<file path="src/rtl/branch_control_pkg.sv">
// Shared processor defines for the branch redirect controller: FSM state
// encodings, default flush depth and event counter widths.
package branch_control_pkg;

  typedef enum logic [1:0] {
    ST_IDLE     = 2'd0,
    ST_REDIRECT = 2'd1,
    ST_DRAIN    = 2'd2
  } br_state_e;

  localparam int FLUSH_DEPTH_DEF = 2;
  localparam int CNT_W           = 16;
  localparam int DRAIN_W         = 3;

endpackage

</file>
<file path="src/rtl/sat_counter16.sv">
// Event counter that sticks at all-ones instead of wrapping.
module sat_counter16
  import branch_control_pkg::*;
(
  input  logic             clock,
  input  logic             reset,
  input  logic             inc,
  output logic [CNT_W-1:0] count
);

  logic [CNT_W-1:0] r_count;

  always_ff @(posedge clock or posedge reset) begin
    if (reset) begin
      r_count <= '0;
    end else if (inc && (r_count != {CNT_W{1'b1}})) begin
      r_count <= r_count + 1'b1;
    end
  end

  assign count = r_count;

endmodule

</file>
<file path="src/rtl/branch_control.sv">
// Branch redirect controller: captures a taken target, drives the PC select
// for one cycle, then keeps fetch squashed for the remaining drain cycles.
module branch_control
  import branch_control_pkg::*;
#(
  parameter int FLUSH_DEPTH = FLUSH_DEPTH_DEF,
  parameter int ADDR_W      = 32
) (
  input  logic              clock,
  input  logic              reset,
  input  logic              br_valid,
  input  logic              br_taken,
  input  logic [ADDR_W-1:0] br_target,
  input  logic              stall_in,
  output logic              pc_sel,
  output logic [ADDR_W-1:0] pc_target,
  output logic              flush_if,
  output logic              flush_id,
  output logic              busy,
  output logic              misalign_err,
  output logic [CNT_W-1:0]  br_count,
  output logic [CNT_W-1:0]  taken_count,
  output logic [1:0]        dbg_state
);

  localparam logic [DRAIN_W-1:0] DRAIN_LOAD = DRAIN_W'(FLUSH_DEPTH - 1);

  br_state_e          r_state;
  br_state_e          w_state_nxt;
  logic [DRAIN_W-1:0] r_drain_cnt;
  logic [DRAIN_W-1:0] w_drain_nxt;
  logic [ADDR_W-1:0]  r_pc_target;
  logic               r_misalign;
  logic               w_accept;
  logic               w_accept_taken;

  // Handshake: a branch is consumed on any edge where the controller is IDLE,
  // br_valid=1 and stall_in=0; there is no ready output, wrong-path branches
  // seen while busy are silently dropped.
  assign w_accept       = (r_state == ST_IDLE) && br_valid && !stall_in;
  assign w_accept_taken = w_accept && br_taken;

  always_comb begin
    w_state_nxt = r_state;
    w_drain_nxt = r_drain_cnt;
    case (r_state)
      ST_IDLE: begin
        if (w_accept_taken) w_state_nxt = ST_REDIRECT;
      end
      ST_REDIRECT: begin
        if (!stall_in) begin
          if (FLUSH_DEPTH == 1) begin
            w_state_nxt = ST_IDLE;
          end else begin
            w_state_nxt = ST_DRAIN;
            w_drain_nxt = DRAIN_LOAD;
          end
        end
      end
      ST_DRAIN: begin
        if (!stall_in) begin
          if (r_drain_cnt == DRAIN_W'(1)) begin
            w_state_nxt = ST_IDLE;
            w_drain_nxt = '0;
          end else begin
            w_drain_nxt = r_drain_cnt - 1'b1;
          end
        end
      end
      default: begin
        w_state_nxt = ST_IDLE;
        w_drain_nxt = '0;
      end
    endcase
  end

  always_ff @(posedge clock or posedge reset) begin
    if (reset) begin
      r_state     <= ST_IDLE;
      r_drain_cnt <= '0;
      r_pc_target <= '0;
      r_misalign  <= 1'b0;
    end else begin
      r_state     <= w_state_nxt;
      r_drain_cnt <= w_drain_nxt;
      if (w_accept_taken) begin
        r_pc_target <= {br_target[ADDR_W-1:2], 2'b00};
        if (br_target[1:0] != 2'b00) r_misalign <= 1'b1;
      end
    end
  end

  sat_counter16 u_br_cnt (
    .clock (clock),
    .reset (reset),
    .inc   (w_accept),
    .count (br_count)
  );

  sat_counter16 u_taken_cnt (
    .clock (clock),
    .reset (reset),
    .inc   (w_accept_taken),
    .count (taken_count)
  );

  // Outputs decode state only, so reset clears them the instant it asserts.
  assign pc_sel       = (r_state == ST_REDIRECT);
  assign flush_id     = (r_state == ST_REDIRECT);
  assign flush_if     = (r_state != ST_IDLE);
  assign busy         = (r_state != ST_IDLE);
  assign pc_target    = r_pc_target;
  assign misalign_err = r_misalign;
  assign dbg_state    = r_state;

endmodule

</file>
<file path="config.mk">
export PLATFORM = sky130hd
export DESIGN_NAME = branch_control
export DESIGN_NICKNAME = d
export VERILOG_FILES = /design/src/rtl/branch_control_pkg.sv /design/src/rtl/sat_counter16.sv /design/src/rtl/branch_control.sv
export SDC_FILE = /design/constraint.sdc
export NUM_CORES = 1
export LEC_CHECK = 0
export ABC_AREA = 1
export BUFFER_PORTS_ARGS = -buffer_cell sky130_fd_sc_hd__buf_2
export CAP_MARGIN = 5
export CORE_ASPECT_RATIO = 1.5
export CORE_UTILIZATION = 25
export DETAILED_ROUTE_END_ITERATION = 8
export SYNTH_ARGS = -nofsm -noshare
export SYNTH_HDL_FRONTEND = slang
export SYNTH_SLANG_ARGS = --single-unit
</file>
<file path="constraint.sdc">
create_clock -name clock -period 3 [get_ports clock]
set_clock_uncertainty 0.1 [all_clocks]
set_input_delay 0.75 -clock clock [delete_from_list [all_inputs] [get_ports clock]]
set_output_delay 0.75 -clock clock [all_outputs]
set_load 0.01 [all_outputs]
</file>
# Word level (Yosys, flattened, before mapping)
# Cells that the tools add are included.
dict set report word_totals {
  regBits 68
  inputBits 37
  elab_cells 40
}
dict set report op_classes {
  addsub 3
  eq_ne 9
  n_mux 9
  bitwise 1
  reduce_logical 12
}
# cell n
set op_table {}
lappend op_table {{adder 16 x 1 -> 16 bit, second input constant} 2}
lappend op_table {{inequality test 16 bit, second input constant} 2}
lappend op_table {{2-to-1 mux 3 bit} 3}
lappend op_table {{one-hot mux 3 bit (3 select lines)} 1}
lappend op_table {{2-to-1 mux 2 bit} 4}
lappend op_table {{inequality test 2 bit, second input constant} 3}
lappend op_table {{one-hot mux 2 bit (3 select lines)} 1}
lappend op_table {{logical AND 1 bit} 5}
lappend op_table {{AND reduction 4 bit} 1}
lappend op_table {{nonzero test 2 bit} 2}
lappend op_table {{equality test 3 x 1 -> 1 bit, second input constant} 1}
lappend op_table {{AND reduction 3 bit} 1}
lappend op_table {{subtractor 3 x 1 -> 3 bit, second input constant} 1}
lappend op_table {{equality test 2 x 1 -> 1 bit, second input constant} 1}
lappend op_table {{equality test 2 bit, second input constant} 1}
lappend op_table {{zero test 2 bit} 1}
lappend op_table {{inequality test 2 x 1 -> 1 bit, second input constant} 1}
lappend op_table {{AND reduction 2 bit} 1}
lappend op_table {{zero test 1 bit} 1}
lappend op_table {{inverter 1 bit} 1}

# Depth between registers and ports, before layout
# Gate-level depths: netlist of run 1.
dict set report logic_depth {
  word_depth 6
  mapped_depth 9
  mapped_depth_nobuf 9
}

# Modules after synthesis
# Synthesis of run 1 repeated with hierarchy kept, for this count alone.
dict set report unflattened {
  hier_cells 489
  area_unflattened_um2 3737.3
}
# module instances cells_each area_per_inst_um2
set modules_own_cells {}
lappend modules_own_cells {sat_counter16 2 150 1069.8}
lappend modules_own_cells {branch_control 1 189 1597.8}

# Worst setup path after synthesis of run 1
# Ideal clock, no wire load.
dict set report synth_path {
  kind {register to output}
  from {reg r_state[0], in the netlist dbg_state[0]}
  to {out flush_if}
  arrival_time_ns 1.008
  t_required_ns 2.150
  slack_ns 1.142
  stages_incl_launch_ff 5
  path_buffers 1
  cell_sequence {dfrtp_1 inv_1 ha_1 inv_1 buf_4}
}
dict set report synth_via {
  elab_chain_cells 1
}
# element line
set synth_lines {}
lappend synth_lines {{from (decl)} branch_control.sv:28} ;# br_state_e r_state;
lappend synth_lines {{from (signal assigned)} branch_control.sv:84} ;# r_state <= w_state_nxt;
lappend synth_lines {{nonzero test 2 bit} n/a}
lappend synth_lines {{to (decl)} branch_control.sv:17} ;# output logic flush_if,
# Every way passes these cells.

# Worst setup path after layout of run 1
dict set report layout_path {
  from {reg r_state[1], in the netlist dbg_state[1]}
  to {out busy}
}
dict set report layout_via {
  elab_chain_cells 1
}
# element line
set layout_lines {}
lappend layout_lines {{nonzero test 2 bit} branch_control.sv:111} ;# assign busy = (r_state != ST_IDLE);
lappend layout_lines {{to (decl)} branch_control.sv:19} ;# output logic busy,
# Every way passes these cells.

==> metrics.txt, run 1 <==
Nets 631; Die Ht 147 um; clock buffer depth 2; syn_area_per_cell 7.35 um^2; # port buffers 105; full die area 14,600 um^2; Vias per Instance 4.33; R2R Setup Slk 820 ps; H-Tree Depth 3; hpwl dp 6790 um; GP Congestion 0.832; Yosys cell types 24; Crit-path slowest cell dfrtp_1; Starting DRT DRC Count 69; CP most frequent cell inv_1; Slew @ Worst Pin 790 ps; RSZ-0062 raised after global routing false; Slew headroom 0.471; stages on the worst setup path 4; highest achievable clock rate 455 MHz; clock share of power 0.303; Remaining Overflow, GRT 0; Leakage 0.00246 uW; clk root buf clkbuf_16; via count 3,263; WHS Endpoint pc_target[16]; CTS tree yes; Seq pwr share 0.394; final hold violations 0; Worst Setup Slack, final 804 ps; multiplexer area fraction after synthesis 0; VDD IR max 0.338 mV; drt drc 0; clock-pin slew of the registers on the worst-case setup and hold paths 60 ps; fin crit share 0.732; endpoint class of the critical path primary output; routed len/inst 11.9 um; antenna cells 0; Reg2Reg Depth 5; hold crit path type flip-flop to flip-flop; hold path cells 2; DP Worst Slack 622 ps; first-pass GRT wire length 15,700 um; antenna viol nets, final 0; Mapped Area 3530 um^2; Post-CTS Setup Repair Bufs 0; #FFs+latches synth 68; warning count from the yosys run 0; Final Util 0.331; clock latency on the worst-skew pair 330 ps; GRT Overall Usage 0.137; core area 13,700 um^2; area grow syn2layout 28.1%; maximum fanout along the worst path 5; CP Data Required Time 2150 ps; worst min-delay path startpoint pc_target[16]; setup_tns 0 ps; # Max-Cap Violations 0; Initial Util 0.258; share of layout cells above drive strength 1 0.240; WS Path Type flip-flop to primary output; post-cts sizing count 0; Sw Share 0.350; # rows 52; minimum clock period 2200 ps; Sink Count 68; CP delay by family, top flip-flops; critical path cell sequence inv_1, ha_1, inv_1, buf_2; Worst EP arrival 1350 ps; FF-to-FF End u_taken_cnt.count[7]; CP max stage delay 420 ps; Post-Synth XOR/XNOR Area 0.0273; first-pass detailed-route iteration total 4; Simple-Gate Fraction of Synth Area 0.383; Seq/Total Area, Yosys 0.482; Startpoint Class flip-flop; Comb pwr share 0.303; FF-to-FF Start dbg_state[1]; Bufs and invs on worst path 3; io pins 108; # setup viols final 0; largest net degree at the start of global routing 36; vias in the first global route 3,259; NetSw 1240 uW; post-synthesis adder-cell area fraction 0.0248; pwr dens 781 nW/um^2; final max-slew violation count 0; Synth Instances 480; Compound-Gate Fraction of Synth Area 0.0163; die width 99.0 um; status finished, final reports clean; Internal 2290 uW; routed wire length 9010 um; initial antenna violation count 0; Num CTS Buffers 9; Fill cells 1,510; main combinational cell family by area after synthesis simple AND/OR/NAND/NOR gates; hold_buf cts 0
-- how the worst max path moves through the flow --
stage / from / endpoint / slack, ps
2_1_floorplan: reset / dbg_state[0] / 440
3_3_place_gp: stall_in / u_taken_cnt.count[7] / 660
3_5_place_dp: stall_in / u_taken_cnt.count[7] / 620
4_1_cts: dbg_state[1] / u_taken_cnt.count[7] / 740
5_1_grt: dbg_state[0] / u_taken_cnt.count[7] / 530
6_report: dbg_state[1] / busy / 800
-- routing by layer --
layer	up-vias	wire (um)	global-route usage
li1	1676	-	-
met1	1498	3820	0.156
met2	79	4640	0.245
met3	10	374	0.0274
met4	0	170	0.0634
met5	-	0	0
-- power by group through the flow --
stage / clock network [uW] / logic [uW] / registers, uW
after floorplan: 0 / 536 / 1510
after global placement: 0 / 1070 / 1410
after detailed placement: 0 / 1090 / 1390
after CTS: 1110 / 1090 / 1390
after global routing: 1150 / 1230 / 1430
final: 1070 / 1070 / 1390
-- final cells by class --
cell class | count | area [um^2] | share of cell area
clock buffers | 10 | 239 | 0.0529
inverters | 40 | 150 | 0.0332
flip-flops and latches | 68 | 1700 | 0.377
multi-input cells | 360 | 1600 | 0.354
clock inverters | 6 | 63.8 | 0.0141
well taps | 162 | 203 | 0.0449
repair buffers | 108 | 561 | 0.124
-- state kept, by name, indices dropped and copies added, names as in the netlist --
name and cells:
r_drain_cnt 3, pc_target 30, u_taken_cnt.count 16, misalign_err 1
u_br_cnt.count 16, dbg_state 2
-- logic make-up after synthesis --
logic type      after synthesis
compound gates               11
other cells                   1
buf+inv                      53
fa+ha+maj                     7
simple gates                329
xor+xnor                     11
flops                        68
-- stage by stage --
stage | hold slack, ps | instance area (um^2) | instances | total power (uW)
2_1_floorplan | 413 | 3530 | 481 | 2040
3_3_place_gp | 359 | 4220 | 738 | 2480
3_5_place_dp | 360 | 4220 | 738 | 2490
4_1_cts | 377 | 4520 | 754 | 3590
5_1_grt | 391 | 4520 | 754 | 3810
6_report | 372 | 4520 | 754 | 3530
-- cells in the mapped netlist --
| library cell | count | area [um^2] |
|---|---|---|
| nand2_1 | 244 | 916 |
| and2_1 | 1 | 6.26 |
| clkbuf_1 | 3 | 11.3 |
| inv_2 | 4 | 15.0 |
| o21ai_0 | 7 | 35.0 |
| o21bai_1 | 1 | 7.51 |
| nor2_2 | 6 | 37.5 |
| nand4_2 | 1 | 12.5 |
| dfrtp_1 | 68 | 1700 |
| inv_1 | 36 | 135 |
| buf_6 | 1 | 11.3 |
| buf_4 | 4 | 30.0 |
| nand2_2 | 3 | 18.8 |
| nand3_2 | 3 | 30.0 |
| nand4_1 | 9 | 56.3 |
| conb_1 | 1 | 3.75 |
| buf_2 | 5 | 25.0 |
| xnor2_1 | 6 | 52.6 |
| o21ai_1 | 3 | 15.0 |
| nand3_1 | 19 | 95.1 |
| xor2_1 | 5 | 43.8 |
| nand3b_1 | 5 | 37.5 |
| nor2_1 | 38 | 143 |
| ha_1 | 7 | 87.6 |
-- cell usage in the layout (no fill, tap or decap), drive strengths merged --
cell type	netlist	layout
nand3b	5	5
inv	40	40
dfrtp	68	68
nor2	44	44
o21ai	10	10
buf	10	108
nand2	247	247
bufinv	0	1
conb	1	2
clkbuf	3	10
xor2	5	5
clkinvlp	0	2
nand4	10	10
xnor2	6	6
ha	7	7
and2	1	1
o21bai	1	1
nand3	22	22
clkinv	0	3
-- worst min-delay path, cell delays in order (launching register included) --
cell and delay (ps):
dfrtp_1 340, nand2_1 50, nand2_1 50
No activity file was read; power rests on OpenSTA's default activity.
==> run 2: changes to the inputs <==
--- a/config.mk
+++ b/config.mk
@@ -5,7 +5,7 @@
 export SDC_FILE = /design/constraint.sdc
 export NUM_CORES = 1
 export LEC_CHECK = 0
-export ABC_AREA = 1
+export ABC_AREA = 0
 export BUFFER_PORTS_ARGS = -buffer_cell sky130_fd_sc_hd__buf_2
 export CAP_MARGIN = 5
 export CORE_ASPECT_RATIO = 1.5
==> constraint.sdc (replaced) <==
create_clock -name clock -period 1.9 [get_ports clock]
set_clock_uncertainty 0.1 [all_clocks]
set_input_delay 0.475 -clock clock [delete_from_list [all_inputs] [get_ports clock]]
set_output_delay 0.475 -clock clock [all_outputs]
set_load 0.01 [all_outputs]
==> metrics.txt, run 2 <==
status finished, final reports clean; minimum clock period 1830 ps; die width 93 um; Leakage 0.00209 uW; RSZ-0062 raised after global routing false; highest achievable clock rate 546 MHz; leading post-synthesis cells by cell area dfrtp_1, mux2_2, xnor2_1; commonest cells after routing, fill and taps aside buf_2, dfrtp_1, mux2_2; Post-Synth XOR/XNOR Area 0.0818; WS Path Type flip-flop to primary output; routed wire length 7110 um; Starting DRT DRC Count 48; clock-pin slew of the registers on the worst-case setup and hold paths 60 ps; Yosys cell types 43; largest net degree at the start of global routing 69; fin crit share 0.964; CP Data Required Time 1320 ps; syn_area_per_cell 12.6 um^2; Synth Instances 247; setup_tns 0 ps; clock latency on the worst-skew pair 320 ps; final hold violations 0; Sink Count 68; Seq/Total Area, Yosys 0.548; antenna viol nets, final 0; routed len/inst 13.4 um; Nets 417; first-pass detailed-route iteration total 4; VDD IR max 0.557 mV; design area 4260 um^2; full die area 12,900 um^2; final cell count without fillers 531; Compound-Gate Fraction of Synth Area 0.0262; via count 2,377; maximum fanout along the worst path 4; Simple-Gate Fraction of Synth Area 0.158; first-pass GRT wire length 11,900 um; drt drc 0; Worst Setup Slack, final 67.9 ps; Num CTS Buffers 9; hold crit path type input pin to asynchronous set/reset pin; clock buffer depth 2; warning count from the yosys run 0; top_reg_cell synth dfrtp_1; share of layout cells above drive strength 1 0.489; #FFs+latches synth 68; CTS tree yes; H-Tree Depth 3; Post-synth EDFFs 0; top-count cell post-synth dfrtp_1; Vias per Instance 4.48; clk root buf clkbuf_16; vias in the first global route 2,426; Remaining Overflow, GRT 0; initial antenna violation count 0; hpwl dp 5420 um; area grow syn2layout 37.0%; Die Ht 139 um; Initial Util 0.257; area leader, netlist dfrtp_1; commonest non-fill, non-tap cell in the layout buf_2; Startpoint Class flip-flop; # rows 49; dpl cells 513; # setup viols final 0; max FFs per register 30; DP Worst Slack 26.0 ps; R2R Setup Slk 110 ps; GRT Overall Usage 0.118; DP Area 3920 um^2; # port buffers 105; endpoint class of the critical path primary output; # Max-Cap Violations 0; Worst EP arrival 1260 ps; post-synth top area share 0.548; antenna cells 0; pwr dens 1340 nW/um^2; core area 12,100 um^2; Synth async-reset ratio 1.00; GP Congestion 0.785; multiplexer area fraction after synthesis 0.123; io pins 108; main combinational cell family by area after synthesis simple AND/OR/NAND/NOR gates; post-synthesis adder-cell area fraction 0.0282; final max-slew violation count 0; hold_buf cts 0; Mapped Area 3110 um^2; top cells by count, synth dfrtp_1, mux2_2, xnor2_1
run 2: area by class of cell:
cell class	instances	area [um^2]
Inverter	9	37.5
Tap cell	153	191
Multi-Input combinational cell	161	1320
Clock buffer	12	256
Sequential cell	68	1700
Fill cell	1228	7820
Clock inverter	4	47.5
Timing Repair Buffer	124	706
run 2: through the flow:
stage	power, uW	util	hold WS [ps]
floorplan	3210	-	349
CTS	5830	0.352	159
detailed placement	4070	0.325	356
global placement	3980	0.325	360
global route	6140	0.352	167
finish	5720	0.352	135
run 2: power by group:
group          switching [uW]  total (uW)  internal (uW)
Combinational             935        1900            969
Clock                     587        1670           1080
Sequential                254        2150           1900
Total                    1780        5720           3950
run 2: worst max-delay path, stage by stage, from the launching register on:
cell	delay (ps)
dfrtp_1	390
buf_4	150
ha_1	240
buf_2	150
run 2: worst paths after layout:
path | start | endpoint | cells after the start
worst max-delay path | dbg_state[0] | pc_sel | 3
worst min-delay path | reset | u_br_cnt.count[15] | 3
worst max register to register | dbg_state[1] | u_br_cnt.count[1] | 6
worst min register to register | misalign_err | misalign_err | 1
max in group asynchronous | reset | u_br_cnt.count[8] | 3
min in group clock | br_target[6] | pc_target[6] | 2
run 2: what timing repair did:
item,4_1_cts,5_1_grt
endpoints found under the setup margin,2,5
buffers inserted,1,2
resized for setup,4,3
pin swaps,0,2
run 2: cell families (layout without fill, tap and decap cells):
kind of cell / Yosys count / count (layout)
and+or+nand+nor: 77 / 77
DFF: 68 / 68
muxes: 34 / 34
xor gates and xnor gates: 29 / 29
buffers and inverters: 19 / 149
AOI/OAI and AO/OA: 12 / 12
adders and majority gates: 7 / 7
other: 1 / 2
run 2: layer usage:
| layer | GRT usage | wire length (um) | vias up |
|---|---|---|---|
| met5 | 0 | 0 | - |
| met4 | 0.0583 | 143 | 0 |
| met3 | 0.0297 | 358 | 11 |
| met2 | 0.210 | 3850 | 66 |
| met1 | 0.127 | 2760 | 1176 |
| li1 | - | - | 1124 |
